File: src/rtl/moving_avg_multi.sv
// Multi-channel moving-average filter: run-time selectable power-of-two boxcar or
// EMA (alpha = 2^-EMA_SHIFT), with flush, primed flag and registered outputs.

module moving_avg_lane #(
  parameter int WIDTH      = 11,
  parameter int LOG2_DEPTH = 2,
  parameter int EMA_SHIFT  = 2
) (
  input  logic                  clk,
  input  logic                  rst_n,
  input  logic                  flush,
  input  logic                  accept,
  input  logic                  mode,
  input  logic                  first,
  input  logic [LOG2_DEPTH-1:0] wptr,
  input  logic [WIDTH-1:0]      sample,
  output logic [WIDTH-1:0]      value
);
  localparam int DEPTH = 1 << LOG2_DEPTH;
  localparam int SW    = WIDTH + LOG2_DEPTH;
  localparam int AW    = WIDTH + EMA_SHIFT;

  logic [DEPTH-1:0][WIDTH-1:0] win;
  logic [SW-1:0]               sum, sum_nxt;
  logic [AW-1:0]               acc, acc_nxt;

  // The sum always contains win[wptr], so subtracting it cannot underflow.
  assign sum_nxt = sum + SW'(sample) - SW'(win[wptr]);
  // Decay before adding keeps the intermediate inside AW bits at full scale.
  assign acc_nxt = first ? (AW'(sample) << EMA_SHIFT)
                         : (acc - (acc >> EMA_SHIFT)) + AW'(sample);

  always_ff @(posedge clk or negedge rst_n) begin
    if (!rst_n) begin
      win   <= '0;
      sum   <= '0;
      acc   <= '0;
      value <= '0;
    end else if (flush) begin
      win <= '0;
      sum <= '0;
      acc <= '0;
    end else if (accept) begin
      if (mode) begin
        acc   <= acc_nxt;
        value <= acc_nxt[AW-1:EMA_SHIFT];
      end else begin
        win[wptr] <= sample;
        sum       <= sum_nxt;
        value     <= sum_nxt[SW-1:LOG2_DEPTH];
      end
    end
  end
endmodule

module moving_avg_multi #(
  parameter int WIDTH      = 11,
  parameter int CHANNELS   = 2,
  parameter int LOG2_DEPTH = 2,
  parameter int EMA_SHIFT  = 2
) (
  input  logic                      clk_in,
  input  logic                      rst_in,
  input  logic                      clear_in,
  input  logic                      mode_in,
  input  logic                      valid_in,
  input  logic [CHANNELS*WIDTH-1:0] value_in,
  output logic [CHANNELS*WIDTH-1:0] value_out,
  output logic                      valid_out,
  output logic                      primed_out
);
  localparam int DEPTH = 1 << LOG2_DEPTH;

  logic                  mode_q;
  logic                  flush, accept, first;
  logic [LOG2_DEPTH-1:0] wptr;
  logic [LOG2_DEPTH:0]   fill, fill_nxt;

  // A mode change behaves exactly like clear_in for that cycle.
  assign flush    = clear_in | (mode_in ^ mode_q);
  assign accept   = valid_in & ~flush;
  assign first    = (fill == '0);
  assign fill_nxt = (fill == (LOG2_DEPTH+1)'(DEPTH)) ? fill : fill + 1'b1;

  always_ff @(posedge clk_in or negedge rst_in) begin
    if (!rst_in) begin
      mode_q     <= 1'b0;
      wptr       <= '0;
      fill       <= '0;
      valid_out  <= 1'b0;
      primed_out <= 1'b0;
    end else begin
      mode_q    <= mode_in;
      valid_out <= accept;
      if (flush) begin
        wptr       <= '0;
        fill       <= '0;
        primed_out <= 1'b0;
      end else if (accept) begin
        wptr       <= wptr + 1'b1;
        fill       <= fill_nxt;
        primed_out <= mode_q | (fill_nxt == (LOG2_DEPTH+1)'(DEPTH));
      end
    end
  end

  for (genvar k = 0; k < CHANNELS; k++) begin : g_lane
    moving_avg_lane #(
      .WIDTH(WIDTH), .LOG2_DEPTH(LOG2_DEPTH), .EMA_SHIFT(EMA_SHIFT)
    ) u_lane (
      .clk   (clk_in),
      .rst_n (rst_in),
      .flush (flush),
      .accept(accept),
      .mode  (mode_q),
      .first (first),
      .wptr  (wptr),
      .sample(value_in[k*WIDTH +: WIDTH]),
      .value (value_out[k*WIDTH +: WIDTH])
    );
  end
endmodule

File: config.mk
export PLATFORM = sky130hd
export DESIGN_NAME = moving_avg_multi
export DESIGN_NICKNAME = d
export VERILOG_FILES = /design/src/rtl/moving_avg_multi.sv
export SDC_FILE = /design/constraint.sdc
export NUM_CORES = 1
export LEC_CHECK = 0
export BUFFER_PORTS_ARGS = -buffer_cell sky130_fd_sc_hd__buf_2
export CAP_MARGIN = 10
export CORE_ASPECT_RATIO = 0.75
export CORE_MARGIN = 2
export CORE_UTILIZATION = 35
export DETAILED_ROUTE_END_ITERATION = 10
export PLACE_DENSITY = 0.48
export REMOVE_ABC_BUFFERS = 1
export SETUP_SLACK_MARGIN = 0.2
export SLEW_MARGIN = 40
export SYNTH_ARGS = -nofsm -noshare
export SYNTH_HDL_FRONTEND = slang
export SYNTH_SLANG_ARGS = --single-unit
File: constraint.sdc
create_clock -name clk_in -period 4.8 [get_ports clk_in]
set_clock_uncertainty 0.15 [all_clocks]
set_input_delay 1.2 -clock clk_in [delete_from_list [all_inputs] [get_ports clk_in]]
set_output_delay 1.2 -clock clk_in [all_outputs]
set_load 0.05 [all_outputs]
=== Word level (Yosys, flattened, before mapping) ===
Cells that the tools add are included.

* Memories: 0
* Logic and storage cells: 83
* Bits in registers: 170
* Memory bits (read-only): 0
* RAM bits: 0
* Bits of input ports: 27
* Output and inout bits: 24
* Latch bits: 0

* Add/sub/neg operators: 10
* Multiply operators: 0
* Bitwise gates (word level): 5
* Divide/modulo/power cells: 0
* Shift operators: 0
* Multiplexer cells: 37
* Equality and inequality tests: 3
* Reductions and logical operators: 7
* $lt $le $gt $ge: 2

{| class="wikitable"
|+ Operators with widths
! cell !! number
|-
| 44-bit two-way mux || 6
|-
| 13-bit two-way mux || 14
|-
| 44-bit bitwise mux || 2
|-
| 11-bit two-way mux || 5
|-
| 13-bit by 11-bit adder with 13-bit output || 4
|-
| 13-bit by 11-bit subtractor with 13-bit output || 4
|-
| 11-bit binary-select mux with 2-bit select || 2
|-
| 11-bit demux with 2-bit select || 1
|-
| 3-bit two-way mux || 3
|-
| 3-bit equality test (second input constant) || 2
|-
| 2-bit AND reduction || 3
|-
| 2-bit two-way mux || 2
|-
| 2-bit nonzero test || 2
|-
| 3-bit by 1-bit adder with 3-bit output (second input constant) || 1
|-
| 3-bit logical NOT || 1
|-
| 2-bit by 3-bit less-than comparator with 1-bit output (second input constant) || 1
|-
| 2-bit by 1-bit adder with 2-bit output (second input constant) || 1
|-
| 2-bit by 1-bit >= comparator with 1-bit output (second input constant) || 1
|-
| 1-bit two-way mux || 2
|-
| 2-bit by 1-bit inequality test with 1-bit output (second input constant) || 1
|-
| 1-bit OR || 2
|-
| 1-bit bitwise AND || 1
|-
| 1-bit logical AND || 1
|-
| 1-bit inverter || 1
|-
| 1-bit XOR || 1
|}

=== Longest topological paths before layout ===
* Depth in word-level cells: 8
* Gate-level depth with buffers: 13
* Depth with buffers taken out: 12

=== Hierarchy ===
Synthesis repeated with hierarchy kept, for this count alone.

* Cell total of the unflattened synthesis: 1,228
* Area, all modules: 11,024.3 um^2

{| class="wikitable"
|+ By module, submodules not included
! module !! cells an instance !! area each (um^2) !! times used
|-
| moving_avg_lane at g_lane[1].u_lane || 598 || 5,362.6 || 1
|-
| moving_avg_lane at g_lane[0].u_lane || 591 || 5,241.3 || 1
|-
| moving_avg_multi || 39 || 420.4 || 1
|}

=== Least setup slack after synthesis ===
No wires, ideal clock.

* Kind: register to register
* Start: register wptr[0]
* End: register g_lane[1].u_lane.value[8]
* Data required time: 4.526 ns
* Library setup time: 0.124 ns
* Setup slack: 0.711 ns
* Period minus slack after synthesis: 4.089 ns
* Cell stages (with the launch flop): 13
* Path buffers: 2
* Arrival time: 3.816 ns
* Cells stage by stage: dfrtp_1 -> clkbuf_1 -> buf_1 -> mux4_2 -> fa_1 -> inv_1 -> ha_1 -> o21a_1 -> or2_2 -> a31oi_1 -> o21ai_0 -> xor2_1 -> a211o_1

* Longest elaborated chain between the ends: 4

{| class="wikitable"
|+ Ends and longest elaborated chain
! item !! RTL line !! RTL
|-
| from (decl) || 76 || <nowiki>logic [LOG2_DEPTH-1:0] wptr;</nowiki>
|-
| from (signal assigned) || 100 || <nowiki>wptr <= wptr + 1'b1;</nowiki>
|-
| 11-bit binary-select mux with 2-bit select || 28 || <nowiki>assign sum_nxt = sum + SW'(sample) - SW'(win[wptr]);</nowiki>
|-
| 11-bit two-way mux (not written as such) || 28 ||
|-
| 13-bit by 11-bit subtractor with 13-bit output || 28 ||
|-
| 11-bit two-way mux || 44 || <nowiki>if (mode) begin</nowiki>
|-
| to (signal assigned) || 46 || <nowiki>value <= acc_nxt[AW-1:EMA_SHIFT];</nowiki>
|-
| to (signal assigned) || 50 || <nowiki>value <= sum_nxt[SW-1:LOG2_DEPTH];</nowiki>
|-
| to (decl) || 17 || <nowiki>output logic [WIDTH-1:0] value</nowiki>
|}

No other way between the ends. The select of a mux whose other input is x is not followed.
A chain may end at the register's enable or synchronous reset.

=== Worst setup path after layout ===
Same ends and word-level chain as after synthesis.

==> impl_metrics.csv <==
group,metric,value,unit
clocking,cts.hold.buffers_added,0,
critical_path,crit_slowest_cell,"sky130_fd_sc_hd__mux4_2",
critical_path,cp.arrival,4.35,ns
placement,place.detailed.instances,1623,
yosys,avgSynthCellArea,9.20,um2
floorplan,chipWidth,208,um
cells_and_area,regArea,0.00426,mm2
floorplan,floorplan.die.height,157,um
global_route,gr-total-overflow,0,
clocking,post-cts-setup-buffers,0,
clocking,clock_sinks,170,
sta,worstMarginPinSlew,0.729,ns
clocking,cts_resized,0,
min_path,holdCritPathClass,"register to register",
sta,totalNegativeSetupSlack,0,ns
job,max_cap_violations,0,
routing,drtAntennaViolNets,0,
power,maximum_vdd_drop,0.190,mV
yosys,synth_top_area_cell,"sky130_fd_sc_hd__dfrtp_1",
critical_path,crit_path_start_kind,"register",
yosys,ys_ff_latch,170,
critical_path,worstPathCellList,"buf_4, mux4_2, ha_1, inv_1, ha_1, fa_1, a211oi_1, buf_4, o21ai_0, a31oi_1, o21ai_0, xor2_1, a211o_1",
cells_and_area,finish.instance_area,0.0124,mm2
routing,route.vias.total,8476,
floorplan,boundaryPins,51,
cells_and_area,fraction_of_final_layout_cells_with_drive_strength_greater_than_1,12.2,%
clocking,cts_tree,"built",
floorplan,rows,56,
cells_and_area,post_layout_nonfiller_instances,1656,
cells_and_area,fillCellCount,3173,
sta,finalMaxSlewViolations,0,
global_route,grt_start_max_net_pins,90,
sta,timing.fmax,240,MHz
global_route,antenna_found_initial,0,
cells_and_area,area_growth,13.0,%
critical_path,cp_data_required_time,4.99,ns
power,internal_power,0.00265,W
yosys,synth_ff_type,"sky130_fd_sc_hd__dfrtp_1",
yosys,yosysWarningCount,0,
clocking,cts_buffer_depth,2,
yosys,synth_enable_flop_cells,0,
routing,detail_route.first_pass.iterations,5,
yosys,synthesis.instances,1190,
power,sequential_power_share,37.8,%
sta,fin_crit_sh,86.8,%
clocking,clkLatencyLatePin,0.46,ns
power,netSwitchingPower,0.00152,W
clocking,number_of_buffers_created_by_cts,17,
status,outcome,"completed",
routing,drcViolationCount,0,
placement,io_buffer_count,50,
placement,dpl_cell_area,0.0118,mm2
yosys,netlist.area_leader.share,38.8,%
routing,routed_wl,31.5,mm
yosys,synth_seq_area_share,38.8,%
cells_and_area,insertedDiodeCount,0,
routing,detailedRoute.firstIterationViolations,601,
yosys,cell_area_after_synthesis,0.0110,mm2
routing,final_routed_wire_length_divided_by_cell_count,19.0,um
cells_and_area,most_common_cell_after_layout_fill_and_taps_aside,"sky130_fd_sc_hd__nand2_1",
power,power_density,337,mW/mm2
floorplan,initial_utilization,35.3,%
cells_and_area,final_util,39.9,%
floorplan,floorplan.die_area,0.0327,mm2
global_route,grt_first_pass_wirelength,51.1,mm
critical_path,critical-path-max-stage-delay,0.52,ns
yosys,post_synth_main_area_contributors,"sky130_fd_sc_hd__dfrtp_1 (39%), sky130_fd_sc_hd__fa_1 (8.0%), sky130_fd_sc_hd__nand2_1 (7.7%)",
power,share_comb_of_total_power,30.1,%
power,clock_power_share,32.1,%
sta,timing.slew.headroom,51.4,%
routing,viasPerCell,5.12,
yosys,netlist-cell-type-count,65,
cells_and_area,layout.cells.most_common_list,"sky130_fd_sc_hd__nand2_1 (225), sky130_fd_sc_hd__inv_1 (170), sky130_fd_sc_hd__dfrtp_1 (169)",
global_route,first_global_vias,8665,
floorplan,core_area,0.0310,mm2
cells_and_area,multiInputGateArea,0.00587,mm2
clocking,htree_levels,4,
yosys,postSynth.asyncResetShare,100,%
power,p_leak,5.88,nW
sta,setup-violations-final,0,
clocking,worst_setup_hold_path_clk_slew,0.07,ns
placement,gpl.final_weighted_congestion,0.847,
critical_path,critPathMaxFanout,5,
power,switching_share,36.4,%
sta,finalCriticalPeriod,4.17,ns
critical_path,crit_path_end_kind,"register",
global_route,grt_usage,20.5,%
placement,hpwl,22.7,mm
sta,report.final.hold_viol_count,0,
clocking,clk_root_buffer_cell,"sky130_fd_sc_hd__clkbuf_16",
cells_and_area,finish.net_count,1366,
critical_path,classification_of_the_worst_setup_path,"register to register",
sta,grt_setup_unrepaired,"no",
cell families after synthesis:
logic type               Yosys count  share of synthesized area, %
AO/OA/AOI/OAI                    304                          18.4
XOR/XNOR                          32                          2.68
adder cells (fa/ha/maj)          102                          14.7
buffers and inverters            224                          7.72
flip-flops                       170                          38.8
multiplexers                      27                          4.99
AND/OR/NAND/NOR                  331                          12.7
worst max-delay path: cells and delay by family, from the launching register on:
family	cells	cell delay (ns)
compound gates	5	1.26
buf+inv	3	0.43
mux	1	0.52
fa+ha+maj	3	1.01
flops	1	0.49
xor+xnor	1	0.18
power groups by stage:
stage          clock (W)  sequential (W)  combinational [W]
6_report         0.00134         0.00158            0.00126
5_1_grt          0.00144         0.00159            0.00139
4_1_cts          0.00138         0.00158            0.00125
3_5_place_dp           0         0.00161            0.00124
3_3_place_gp           0         0.00161            0.00124
2_1_floorplan          0         0.00181           0.000663
synth_stat cells, drive strengths merged, types with 10 or more instances:
cell / number
nand2: 226
xor2: 12
nor2: 41
o21ai: 36
nand3: 12
dfrtp: 170
a211oi: 15
a22o: 17
ha: 58
mux4: 22
a21oi: 124
a21o: 38
nor3: 15
inv: 170
a211o: 12
fa: 44
clkbuf: 48
xnor2: 19
a221o: 10
final timing paths:
| check | start | endpoint | slack, ns | cells after the start |
|---|---|---|---|---|
| setup / recovery | wptr[0]$_DFFE_PN0P_ | g_lane[1].u_lane.value[8]$_DFFE_PN0P_ | 0.63 | 13 |
| hold / removal | g_lane[0].u_lane.sum[3]$_DFFE_PN0P_ | g_lane[0].u_lane.sum[3]$_DFFE_PN0P_ | 0.33 | 1 |
| setup reg to reg | wptr[0]$_DFFE_PN0P_ | g_lane[1].u_lane.value[8]$_DFFE_PN0P_ | 0.63 | 13 |
| hold reg to reg | g_lane[0].u_lane.sum[3]$_DFFE_PN0P_ | g_lane[0].u_lane.sum[3]$_DFFE_PN0P_ | 0.33 | 1 |
| max in group asynchronous | rst_in | g_lane[0].u_lane.sum[10]$_DFFE_PN0P_ | 3.02 | 3 |
| min in group asynchronous | rst_in | g_lane[1].u_lane.win[29]$_DFFE_PN0P_ | 0.47 | 1 |
sequential cells by signal, indices dropped and copies added, names as in the netlist:
name / cells
mode_q: 1
g_lane.u_lane.acc: 26
valid_out: 1
primed_out: 1
fill: 3
g_lane.u_lane.win: 88
wptr: 2
g_lane.u_lane.value: 22
g_lane.u_lane.sum: 26
metrics by stage:
step / hold slack [ns] / setup slack, ns / total power [W]
6_report: 0.331 / 0.634 / 0.00417
5_1_grt: 0.345 / 0.451 / 0.00442
4_1_cts: 0.333 / 0.660 / 0.00421
3_5_place_dp: 0.317 / 0.516 / 0.00285
3_3_place_gp: 0.311 / 0.445 / 0.00285
2_1_floorplan: 0.299 / 0.189 / 0.00248
metal layers:
| metal | global-route usage [%] | vias up | routed length [um] |
|---|---|---|---|
| li1 | - | 4100 | - |
| met2 | 29.9 | 165 | 13200 |
| met1 | 30.7 | 4190 | 16400 |
| met4 | 4.08 | 0 | 275 |
| met5 | 0 | - | 0 |
| met3 | 5.15 | 21 | 1550 |
cell type report:
type | instances | area share, %
repair buffers | 82 | 4.40
flip-flops and latches | 170 | 34.4
clock inverters | 10 | 0.546
clock buffers | 22 | 3.91
inverters | 170 | 5.16
multi-input cells | 796 | 47.5
well taps | 406 | 4.11
Power figures use the tool's default switching activity.
